$ cat src/rtl/axis_pattern_generator.sv
// AXI4-Stream traffic source: emits bursts of patterned data (toggle, increment,
// Galois LFSR, walking-one) separated by a programmable idle interval.
module axis_pattern_generator #(
  parameter int DATA_WIDTH = 8,
  parameter int CNT_WIDTH  = 32,
  parameter int LEN_WIDTH  = 16,
  parameter logic [DATA_WIDTH-1:0] LFSR_POLY = 8'hB8,
  parameter logic [DATA_WIDTH-1:0] LFSR_SEED = 8'h01
) (
  input  logic                  aclk,
  input  logic                  areset,
  input  logic                  cfg_enable,
  input  logic [1:0]            cfg_mode,
  input  logic [CNT_WIDTH-1:0]  cfg_interval,
  input  logic [LEN_WIDTH-1:0]  cfg_burst_len,
  output logic                  m_axis_tvalid,
  input  logic                  m_axis_tready,
  output logic [DATA_WIDTH-1:0] m_axis_tdata,
  output logic                  m_axis_tlast,
  output logic                  busy,
  output logic [31:0]           stat_beats,
  output logic [31:0]           stat_bursts
);

  typedef enum logic [1:0] {
    S_IDLE = 2'd0,
    S_WAIT = 2'd1,
    S_SEND = 2'd2
  } state_t;

  state_t                 state, state_n;
  logic [CNT_WIDTH-1:0]   cnt;
  logic [CNT_WIDTH-1:0]   interval_l;
  logic [LEN_WIDTH-1:0]   len_l;
  logic [LEN_WIDTH-1:0]   idx;
  logic [1:0]             mode_l;
  logic                   accept;
  logic                   last_beat;
  logic                   latch_cfg;

  function automatic logic [DATA_WIDTH-1:0] init_value(input logic [1:0] m);
    case (m)
      2'd2:    init_value = LFSR_SEED;
      2'd3:    init_value = DATA_WIDTH'(1);
      default: init_value = '0;
    endcase
  endfunction

  // Zero is a dead state for LFSR and walking-one, so those modes self-heal to init.
  function automatic logic [DATA_WIDTH-1:0] next_value(input logic [DATA_WIDTH-1:0] d,
                                                       input logic [1:0] m);
    case (m)
      2'd0:    next_value = {{(DATA_WIDTH-1){1'b0}}, ~d[0]};
      2'd1:    next_value = d + DATA_WIDTH'(1);
      2'd2:    next_value = (d == '0) ? LFSR_SEED
                                      : ((d >> 1) ^ (d[0] ? LFSR_POLY : '0));
      default: next_value = (d == '0) ? DATA_WIDTH'(1)
                                      : {d[DATA_WIDTH-2:0], d[DATA_WIDTH-1]};
    endcase
  endfunction

  assign m_axis_tvalid = (state == S_SEND);
  assign last_beat     = (idx == len_l);
  assign m_axis_tlast  = m_axis_tvalid && last_beat;
  assign accept        = m_axis_tvalid && m_axis_tready;
  assign busy          = (state != S_IDLE);

  always_ff @(posedge aclk) begin
    if (areset) state <= S_IDLE;
    else        state <= state_n;
  end

  always_comb begin
    state_n   = state;
    latch_cfg = 1'b0;
    case (state)
      S_IDLE: begin
        if (cfg_enable) begin
          state_n   = S_WAIT;
          latch_cfg = 1'b1;
        end
      end
      S_WAIT: begin
        if (cnt == interval_l) state_n = S_SEND;
      end
      S_SEND: begin
        if (accept && last_beat) begin
          state_n   = cfg_enable ? S_WAIT : S_IDLE;
          latch_cfg = cfg_enable;
        end
      end
      default: state_n = S_IDLE;
    endcase
  end

  always_ff @(posedge aclk) begin
    if (areset) begin
      cnt          <= '0;
      interval_l   <= '0;
      len_l        <= '0;
      idx          <= '0;
      mode_l       <= 2'd0;
      m_axis_tdata <= '0;
      stat_beats   <= '0;
      stat_bursts  <= '0;
    end else begin
      if (latch_cfg) begin
        mode_l     <= cfg_mode;
        interval_l <= cfg_interval;
        len_l      <= cfg_burst_len;
        cnt        <= '0;
      end else if (state == S_WAIT) begin
        cnt <= cnt + CNT_WIDTH'(1);
      end

      if (accept) begin
        idx        <= last_beat ? '0 : idx + LEN_WIDTH'(1);
        stat_beats <= stat_beats + 32'd1;
        if (last_beat) stat_bursts <= stat_bursts + 32'd1;
      end

      // A mode switch at burst start overrides the update from the final beat.
      if (latch_cfg && (cfg_mode != mode_l))
        m_axis_tdata <= init_value(cfg_mode);
      else if (accept)
        m_axis_tdata <= next_value(m_axis_tdata, mode_l);
    end
  end

endmodule

$ cat config.mk
export PLATFORM = sky130hd
export DESIGN_NAME = axis_pattern_generator
export DESIGN_NICKNAME = d
export VERILOG_FILES = /design/src/rtl/axis_pattern_generator.sv
export SDC_FILE = /design/constraint.sdc
export NUM_CORES = 1
export LEC_CHECK = 0
export BUFFER_PORTS_ARGS = -buffer_cell sky130_fd_sc_hd__buf_2
export CAP_MARGIN = 10
export CORE_UTILIZATION = 49
export DETAILED_ROUTE_END_ITERATION = 7
export GPL_TIMING_DRIVEN = 0
export PLACE_DENSITY = 0.75
export SKIP_LAST_GASP = 1
export SYNTH_ARGS = -nofsm -noshare
export SYNTH_HDL_FRONTEND = slang
export SYNTH_SLANG_ARGS = --single-unit
$ cat constraint.sdc
create_clock -name aclk -period 3.15 [get_ports aclk]
set_input_delay 0.315 -clock aclk [delete_from_list [all_inputs] [get_ports aclk]]
set_output_delay 0.315 -clock aclk [all_outputs]
set_load 0.05 [all_outputs]
==> impl_metrics.json <==
{
  "initial_core_util_pct": 50.22,
  "fin_nets": 1132,
  "synthCells": 925,
  "path_cells": "xnor2_1 > nand4_1 > nor4_4 > buf_6 > and2_1 > buf_2",
  "synth_cell_types": 45,
  "p_seq_share_pct": 47.5,
  "crit_family": "simple AND/OR/NAND/NOR gates",
  "ys.flop_type": "dfxtp_1",
  "fin_skew_ns": 0.01249,
  "viasPerCell": 5.344,
  "hold_viol_final": 0,
  "status": "finished, final reports clean",
  "die_x_um": 129.8,
  "cap_violations": 0,
  "dr.pass1.iters": 4,
  "cpMaxStageDelayCell": "nor4_4",
  "crit_arrival_ns": 2.38,
  "grt_overflow": 0,
  "drc": 0,
  "worst_pin_slew_ns": 0.8068,
  "leakage_nw": 3.673,
  "p_sw_share_pct": 23.24,
  "max_stage_delay_ns": 0.45,
  "async_reset_ff_share_pct": 0,
  "rsz0062_at_grt": "false",
  "power_frac_comb_pct": 7.8,
  "switchingPower_mw": 1.111,
  "ys_seq_area_share_pct": 43.01,
  "cts_tree": "built",
  "std_cell_rows": 46,
  "slew_headroom_pct": 45.46,
  "cts_setup_buffers": 0,
  "dp.final_hpwl_um": 13590,
  "syn2layout_area_growth_pct": 18.91,
  "clk_latency_ns": 0.43,
  "cts.sinks": 172,
  "reg2reg_to": "stat_bursts[19]",
  "cts_made_buffers": 17,
  "grt_pass1_vias": 6153,
  "place_congestion": 0.8931,
  "setup_viol": 0,
  "report.final.slew_viol_count": 0,
  "antenna_found_initial": 0,
  "synth_edf_count": 0,
  "grt_pass1_wl_um": 29660,
  "min_period_ns": 2.692,
  "n_fill_cell": 1422,
  "wl_um": 18730,
  "cts_resized": 0,
  "critPathBufInv": 2,
  "p_int_mw": 3.670,
  "fmax_mhz": 371.4,
  "wl_per_cell_um": 14.40,
  "synth_fp_nets": 985,
  "ys.warnings.count": 0,
  "reg2reg_depth": 7,
  "critPathKind": "reg -> out",
  "synth-seq-cells": 172,
  "postCtsHoldBufs": 0,
  "core-area_um2": 15940,
  "dr_total_vias": 6952,
  "critPathCaptureType": "output port",
  "fin_setup_tns_ns": 0,
  "synth.avg_cell_area_um2": 8.656,
  "track_usage_pct": 22.49,
  "port_buffers": 128,
  "hold_start": "cfg_interval[29]",
  "boundaryPins": 129,
  "root_buffer": "clkbuf_16",
  "layout-drive-gt1-share_pct": 16.59,
  "crit_path_start_kind": "register",
  "cts.reportedPaths.clkPinSlew_ns": 0.07,
  "clockBufferDepth": 2,
  "n_antenna_cell": 0,
  "path_max_fanout": 10,
  "reg2reg_from": "idx[2]",
  "whs_ns": 0.1237,
  "fp.dieH_um": 129.8,
  "ant_nets": 0,
  "dieArea_um2": 16850,
  "whs_path_depth": 3,
  "regToRegSetupSlack_ns": 0.57,
  "hold_class": "in -> reg",
  "clkPwrFrac_pct": 44.7,
  "first_iter_violations": 405,
  "grt_max_degree": 17,
  "worst_ep_required_time_ns": 2.83,
  "peakVddDrop_mv": 0.5343,
  "power.density_cell_area_nw_per_um2": 502.2,
  "syn-cell-area_um2": 8006,
  "period_share_pct": 85.48,
  "htreeDepth": 4,
  "min_to": "interval_l[29]"
}
metrics by stage:
step	setup WS (ns)	instances	area, um^2	util (%)	power [mW]
floorplan	0.8143	925	8006	-	2.570
global route	0.3398	1301	9520	59.72	4.941
CTS	0.4624	1301	9520	59.72	4.813
global placement	0.6381	1269	8917	55.93	2.685
detailed placement	0.6450	1269	8917	55.93	2.690
finish	0.4575	1301	9520	59.72	4.782
cell type report:
type / instances / area [um^2] / share of cell area, %
multi-input cells: 699 / 4319 / 45.37
flip-flops and latches: 172 / 3443 / 36.17
repair buffers: 128 / 640.6 / 6.729
clock buffers: 21 / 460.4 / 4.836
well taps: 216 / 270.3 / 2.839
plain buffers: 39 / 187.7 / 1.971
clock inverters: 11 / 142.6 / 1.498
inverters: 15 / 56.30 / 0.5914
worst reg2reg max path, stage by stage, from the launching register on:
cell      delay (ns)
dfxtp_1         0.36
xnor2_1         0.26
nand4_1         0.28
nor4_4          0.45
nand3_1         0.31
clkbuf_1        0.30
or3_1           0.35
a21oi_1         0.20
cells in the final DEF (no fill, tap or decap), types with 3 or more instances in the layout:
cell and instances:
dfxtp_1 172, nor2_1 157, buf_2 134, xnor2_1 77, nand2_1 71, mux2i_1 54, xor2_1 51, nand4_1 45
a21oi_1 42, o21ai_0 39, nand3_1 29, clkbuf_1 27, or3_1 26, and3_1 21, clkbuf_16 17, inv_1 15
nor2b_1 12, nor3_1 10, and4_1 9, and2_1 7, ha_1 6, nor4_1 5, buf_4 5, clkinv_2 4
or2_2 3, nand2b_1 3, a211oi_1 3, mux2_2 3, o31ai_1 3, or4_1 3, bufinv_16 3
logic make-up (layout without fill, tap and decap cells):
logic type | after synthesis | in the layout | share of synthesized area, %
xor+xnor | 128 | 128 | 14.00
simple gates | 409 | 409 | 25.00
buf+inv | 54 | 214 | 3.047
compound gates | 99 | 99 | 6.829
flops | 172 | 172 | 43.01
mux | 57 | 57 | 7.173
fa+ha+maj | 6 | 6 | 0.9376
worst max-delay path by stage:
stage,start,endpoint,slack (ns),cells after the start
floorplan,stat_bursts[5],stat_bursts[24],0.81,6
global placement,idx[2],cnt[13],0.64,9
detailed placement,idx[2],cnt[28],0.64,9
CTS,idx[2],m_axis_tlast,0.46,6
global route,idx[2],m_axis_tlast,0.34,6
finish,idx[2],m_axis_tlast,0.46,6
flip-flops by register name (all words and copies together) (netlist names):
name / cells
cnt: 32
interval_l: 32
stat_beats: 32
stat_bursts: 32
idx: 16
len_l: 16
m_axis_tdata: 8
mode_l: 2
state: 2
power by group through the flow:
stage               sequential [mW]  combinational, mW  clock (mW)
floorplan                      2.31              0.257           0
global placement               2.32              0.369           0
detailed placement             2.32              0.373           0
CTS                            2.27              0.376        2.17
global route                   2.27              0.411        2.26
finish                         2.27              0.375        2.14
cell usage after synthesis, types with 2 or more instances:
cell type	count	area [um^2]
a211oi_1	3	22.52
a21oi_1	42	210.2
a22oi_1	2	15.01
a31oi_1	2	12.51
and2_1	7	43.79
and3_1	21	131.4
and4_1	9	78.83
buf_2	6	30.03
buf_4	5	37.54
buf_6	2	22.52
clkbuf_1	25	93.84
dfxtp_1	172	3443
ha_1	6	75.07
inv_1	15	56.30
mux2_2	3	33.78
mux2i_1	54	540.5
nand2_1	71	266.5
nand2b_1	3	18.77
nand3_1	29	145.1
nand4_1	45	281.5
nor2_1	157	589.3
nor2b_1	12	75.07
nor3_1	10	50.05
nor3b_1	2	15.01
nor4_1	5	31.28
o21ai_0	39	195.2
o221ai_1	2	17.52
o31ai_1	3	22.52
o32ai_1	2	17.52
or2_2	3	18.77
or3_1	26	162.7
or4_1	3	22.52
xnor2_1	77	674.4
xor2_1	51	446.7
per-layer routing:
metal	global-route usage, %	part of all wire [%]	vias to the layer above
met3	5.125	5.1	24
met2	35.29	45	191
met4	7.456	1.6	0
met1	30.52	48	3272
li1	-	-	3465
met5	0	0	-
(Power assumes the default switching activity.)
